### src/rtl/hazard_ctrl.sv
// hazard_ctrl: hazard and stall controller for the 5-stage RV32I core.
// Drives bubble/flush of every segment register and the EX forwarding
// muxes, and tracks D-cache miss stalls with an FSM plus a sticky
// timeout watchdog.
// Optional feature macro: HAZARD_PERF_CNT_EN enables the saturating
// stall/flush performance counters; otherwise both are tied to zero.
module hazard_ctrl #(
    parameter int MISS_TIMEOUT = 256,
    parameter int CNT_W        = 32
) (
    input  logic             clk,
    input  logic             rst,
    input  logic [4:0]       reg1_srcD,
    input  logic [4:0]       reg2_srcD,
    input  logic [4:0]       reg1_srcE,
    input  logic [4:0]       reg2_srcE,
    input  logic [4:0]       reg_dstE,
    input  logic [4:0]       reg_dstM,
    input  logic [4:0]       reg_dstW,
    input  logic             load_en_E,
    input  logic             reg_write_en_MEM,
    input  logic             reg_write_en_WB,
    input  logic             br_E,
    input  logic             jalr_E,
    input  logic             jal_D,
    input  logic             dcache_miss,
    output logic             bubbleF,
    output logic             bubbleD,
    output logic             bubbleE,
    output logic             bubbleM,
    output logic             bubbleW,
    output logic             flushF,
    output logic             flushD,
    output logic             flushE,
    output logic             flushM,
    output logic             flushW,
    output logic [1:0]       op1_sel,
    output logic [1:0]       op2_sel,
    output logic             miss_timeout,
    output logic [CNT_W-1:0] stall_cnt,
    output logic [CNT_W-1:0] flush_cnt
);

    localparam int TW = $clog2(MISS_TIMEOUT);
    localparam logic [TW-1:0] TMO_MAX = TW'(MISS_TIMEOUT - 1);

    typedef enum logic {
        S_IDLE = 1'b0,
        S_MISS = 1'b1
    } state_t;

    state_t        state;
    state_t        state_nxt;
    logic [TW-1:0] tmo_cnt;

    logic miss_stall;
    logic cf_ex;
    logic load_use;

    // Forwarding select for one EX operand; MEM beats WB, x0 never forwarded.
    function automatic logic [1:0] fwd_sel(
        input logic [4:0] src,
        input logic       we_m,
        input logic [4:0] dst_m,
        input logic       we_w,
        input logic [4:0] dst_w
    );
        if (we_m && (dst_m != 5'd0) && (dst_m == src))
            return 2'b01;
        else if (we_w && (dst_w != 5'd0) && (dst_w == src))
            return 2'b10;
        else
            return 2'b00;
    endfunction

    // The stall follows the live miss line: in MISS the FSM only leaves when
    // dcache_miss drops, and that exit cycle already runs unstalled, so the
    // registered state adds nothing beyond dcache_miss itself.
    assign miss_stall = dcache_miss;
    assign cf_ex      = br_E | jalr_E;
    assign load_use   = load_en_E && (reg_dstE != 5'd0) &&
                        ((reg_dstE == reg1_srcD) || (reg_dstE == reg2_srcD));

    // Miss FSM state register.
    always_ff @(posedge clk) begin
        if (rst)
            state <= S_IDLE;
        else
            state <= state_nxt;
    end

    // Miss FSM next-state logic.
    always_comb begin
        state_nxt = state;
        case (state)
            S_IDLE:  if (dcache_miss)  state_nxt = S_MISS;
            S_MISS:  if (!dcache_miss) state_nxt = S_IDLE;
            default: state_nxt = S_IDLE;
        endcase
    end

    // Watchdog: counts MISS cycles, saturates, and latches the sticky flag.
    always_ff @(posedge clk) begin
        if (rst) begin
            tmo_cnt      <= '0;
            miss_timeout <= 1'b0;
        end else if ((state == S_IDLE) && dcache_miss) begin
            tmo_cnt <= '0;
        end else if (state == S_MISS) begin
            if (tmo_cnt != TMO_MAX)
                tmo_cnt <= tmo_cnt + 1'b1;
            if (tmo_cnt == TMO_MAX)
                miss_timeout <= 1'b1;
        end
    end

    // Output decode in priority order: reset, miss, control flow, load-use.
    always_comb begin
        bubbleF = 1'b0;
        bubbleD = 1'b0;
        bubbleE = 1'b0;
        bubbleM = 1'b0;
        bubbleW = 1'b0;
        flushF  = 1'b0;
        flushD  = 1'b0;
        flushE  = 1'b0;
        flushM  = 1'b0;
        flushW  = 1'b0;
        op1_sel = 2'b00;
        op2_sel = 2'b00;
        if (rst) begin
            flushF = 1'b1;
            flushD = 1'b1;
            flushE = 1'b1;
            flushM = 1'b1;
            flushW = 1'b1;
        end else if (miss_stall) begin
            bubbleF = 1'b1;
            bubbleD = 1'b1;
            bubbleE = 1'b1;
            bubbleM = 1'b1;
            flushW  = 1'b1;
        end else begin
            op1_sel = fwd_sel(reg1_srcE, reg_write_en_MEM, reg_dstM,
                              reg_write_en_WB, reg_dstW);
            op2_sel = fwd_sel(reg2_srcE, reg_write_en_MEM, reg_dstM,
                              reg_write_en_WB, reg_dstW);
            if (cf_ex) begin
                flushD = 1'b1;
                flushE = 1'b1;
            end else if (jal_D) begin
                flushD = 1'b1;
            end else if (load_use) begin
                bubbleF = 1'b1;
                bubbleD = 1'b1;
                flushE  = 1'b1;
            end
        end
    end

`ifdef HAZARD_PERF_CNT_EN
    function automatic logic [CNT_W-1:0] sat_inc(input logic [CNT_W-1:0] v);
        return (v == '1) ? v : v + 1'b1;
    endfunction

    // Performance counters; flushD is only set by control flow outside reset.
    always_ff @(posedge clk) begin
        if (rst) begin
            stall_cnt <= '0;
            flush_cnt <= '0;
        end else begin
            if (bubbleF)
                stall_cnt <= sat_inc(stall_cnt);
            if (flushD)
                flush_cnt <= sat_inc(flush_cnt);
        end
    end
`else
    assign stall_cnt = '0;
    assign flush_cnt = '0;
`endif

endmodule
### config.mk
export PLATFORM = sky130hd
export DESIGN_NAME = hazard_ctrl
export DESIGN_NICKNAME = d
export VERILOG_FILES = /design/src/rtl/hazard_ctrl.sv
export SDC_FILE = /design/constraint.sdc
export NUM_CORES = 1
export LEC_CHECK = 0
export BUFFER_PORTS_ARGS = -buffer_cell sky130_fd_sc_hd__buf_4
export CORE_MARGIN = 2
export CORE_UTILIZATION = 42
export CTS_CLUSTER_SIZE = 20
export DETAILED_ROUTE_END_ITERATION = 6
export HOLD_SLACK_MARGIN = 0.02
export PLACE_DENSITY_LB_ADDON = 0.05
export REMOVE_ABC_BUFFERS = 1
export SYNTH_ARGS = -nofsm -noshare
export SYNTH_HDL_FRONTEND = slang
export SYNTH_SLANG_ARGS = --single-unit
export TNS_END_PERCENT = 20
### constraint.sdc
create_clock -name clk -period 4 [get_ports clk]
set_clock_uncertainty 0.05 [all_clocks]
set_input_delay 0.6 -clock clk [delete_from_list [all_inputs] [get_ports clk]]
set_output_delay 0.6 -clock clk [all_outputs]
set_load 0.02 [all_outputs]
==> summary.md <==
| Metric | Value |
|---|---|
| Yosys reg bits | 10 |
| Routed vias/inst | 4.25 |
| Final Hold Violating Endpoints | 0 |
| Critical Path Start | reg_dstW[1] |
| Nature of the critical path endpoint | primary output |
| CP max stage delay | 0.53 ns |
| Reg area | 200 sq um |
| Post-DP HPWL | 2.44 mm |
| Clock slew at reported path FFs | 0.07 ns |
| Initial Utilization | 0.432 |
| CP required | 3.35 ns |
| Post-CTS Resized | 0 |
| IO Port Bufs | 57 |
| Synth Flop Type | dfxtp_1 |
| Post-route insts no fill | 283 |
| Clock Sinks | 10 |
| Vias in the first global route | 1,018 |
| Post-route ant nets | 0 |
| Minimum clock period | 2.51 ns |
| Worst Hold Launch | tmo_cnt[7]$_SDFFE_PP0P_ |
| Final core occ | 0.506 |
| Crit path DAT | 1.86 ns |
| Fmax | 398 MHz |
| WS Path Type | input pin to primary output |
| Power per cell area | 208 nW/um^2 |
| Area taken by multi-input logic gates | 942 sq um |
| Setup violators final | 0 |
| Top Family by Delay on Critical Path | simple AND/OR/NAND/NOR gates |
| Dominant cell type by area after synthesis | buf_4 |
| Reg-to-reg startpoint | tmo_cnt[0]$_SDFFE_PP0P_ |
| CTS Buf Count | 3 |
| Share of cells above drive strength 1 | 0.274 |
| Worst Hold Class | register to register |
| Outcome | complete, no violations |
| Critical path's slowest cell | or4_1 |
| Reg2Reg Setup Slack | 2.31 ns |
| Initial antenna violation count | 0 |
| Top-area cell type share of the netlist area | 0.362 |
| First-pass GRT wire length | 4.33 mm |
| Post-synthesis cell area | 1430 sq um |
| Worst skew pair latency | 0.27 ns |
| Async SR Flop Fraction | 0 |
| Ant. Diodes | 0 |
| Tcrit/Tclk final | 0.628 |
| DRT Pass-1 Iters | 4 |
| Crit path buffers/inverters | 2 |
| Commonest cells post-synth | buf_4, xor2_1, dfxtp_1, nor2_1, xnor2_1 |
| Leak | 0.806 nW |
| Largest net degree at the start of global routing | 11 |
| Gr ovfl total | 0 |
| Synth unique cells | 33 |
| Vias | 1,204 |
| CP cell instances | buf_4, or4_1, o211ai_2, nor4_1, and4_1, buf_4 |
| Root buf cell | clkbuf_4 |
| P&R area growth vs syn | 17.0% |
| GP Congestion | 0.901 |
| Worst vdd ir | 0.000108 V |
| Initial DRC count | 35 |
| Top-count cell post-synth | buf_4 |
| Synth area leaders | buf_4, dfxtp_1, xor2_1 |
| Setup TNS | 0 ns |
| Syn Area/Cell | 7.91 sq um |
| CP dominant cell by count | buf_4 |
| Residual DRC count | 0 |
| Maximum clock insertion buffer count | 2 |
| Count of nets after finishing | 283 |
| # IOs | 123 |
| Post-synth EDFFs | 0 |
| Post-synthesis sequential area ratio | 0.140 |
| CTS Hold Buffers Added | 0 |
| Htree depth | 1 |
| Die width | 62.4 um |
| Drt wl/cell | 9.78 um |
| Row count | 21 |
| Filler instances | 331 |
| Core footprint | 3310 sq um |
| RSZ-0062 raised after global routing | false |
| Cells after Synth | 181 |
| Worst setup SP type | input pin |
| Fin. max-slew vios | 0 |
| Max cap viols | 0 |
| Yosys warnings | 0 |
| Die H | 62.4 um |
| Final Routed Wirelength | 2.77 mm |
| Max FO, Critical Path | 3 |
| Post-CTS Setup Inserts | 0 |
| Die area | 3890 sq um |
| CTS tree | done |
| Gr usage total | 0.135 |
| Cells after DPL | 279 |
## cell usage in the layout (no fill, tap or decap), types with 2 or more instances in the layout
| cell type | instances |
|---|---|
| buf_4 | 57 |
| clkbuf_4 | 3 |
| o21ai_0 | 2 |
| xor2_1 | 22 |
| dfxtp_1 | 10 |
| o31ai_1 | 2 |
| conb_1 | 65 |
| or4_1 | 6 |
| nand3_1 | 5 |
| nand2_1 | 6 |
| inv_1 | 3 |
| xnor2_1 | 10 |
| nor3_1 | 9 |
| and4_1 | 2 |
| nor2_1 | 10 |
| a21oi_1 | 5 |
| nor4_1 | 2 |
## routing by layer
metal | vias to the layer above | part of all wire | track usage
met1 | 536 | 0.38 | 0.138
met2 | 72 | 0.51 | 0.258
li1 | 592 | - | -
met4 | 0 | 0.015 | 0.0472
met5 | - | 0 | 0
met3 | 4 | 0.099 | 0.0396
## path summary, 6_finish.rpt
path,to,cells past startpoint
max,op2_sel[1],6
min,tmo_cnt[7]$_SDFFE_PP0P_,2
max reg2reg,tmo_cnt[1]$_SDFFE_PP0P_,5
min reg2reg,tmo_cnt[7]$_SDFFE_PP0P_,2
## report_power, final
part | internal (mW) | switching [mW] | leakage [nW] | total, mW
Combinational | 0.0555 | 0.0990 | 0.704 | 0.154
Sequential | 0.101 | 0.00189 | 0.0809 | 0.103
Clock | 0.0552 | 0.0356 | 0.0210 | 0.0908
## cell type report
type | instances | share of cell area
Inverter | 3 | 0.00672
Timing Repair Buffer | 57 | 0.255
Clock buffer | 4 | 0.0217
Multi-Input combinational cell | 163 | 0.562
Sequential cell | 10 | 0.119
Tap cell | 46 | 0.0344
## registers in the layout, summed over array words and instances, names as in the netlist
register / count
miss_timeout: 1
tmo_cnt: 8
state: 1
## logic make-up after synthesis
kind of cell    after synthesis  share of synthesized area
buf+inv                      72                      0.370
simple gates                 45                      0.176
xor+xnor                     32                      0.196
compound gates               19                      0.101
flops                        10                      0.140
fa+ha+maj                     1                    0.00874
other cells                   1                    0.00262
mux                           1                    0.00699
## through the flow
stage	power, mW	hold slack [ns]	setup slack [ns]	cell area, sq um
after floorplan	0.198	0.396	1.42	1150
after global placement	0.258	0.419	1.51	1640
after detailed placement	0.259	0.423	1.49	1640
after CTS	0.351	0.436	1.48	1680
after global routing	0.371	0.459	1.43	1680
final	0.348	0.436	1.49	1680
## tightest hold or removal path, cell delays in order (launching register included)
cell and delay [ns]:
dfxtp_1 0.33, o41ai_1 0.06, a21oi_1 0.05
Power figures use the tool's default switching activity.
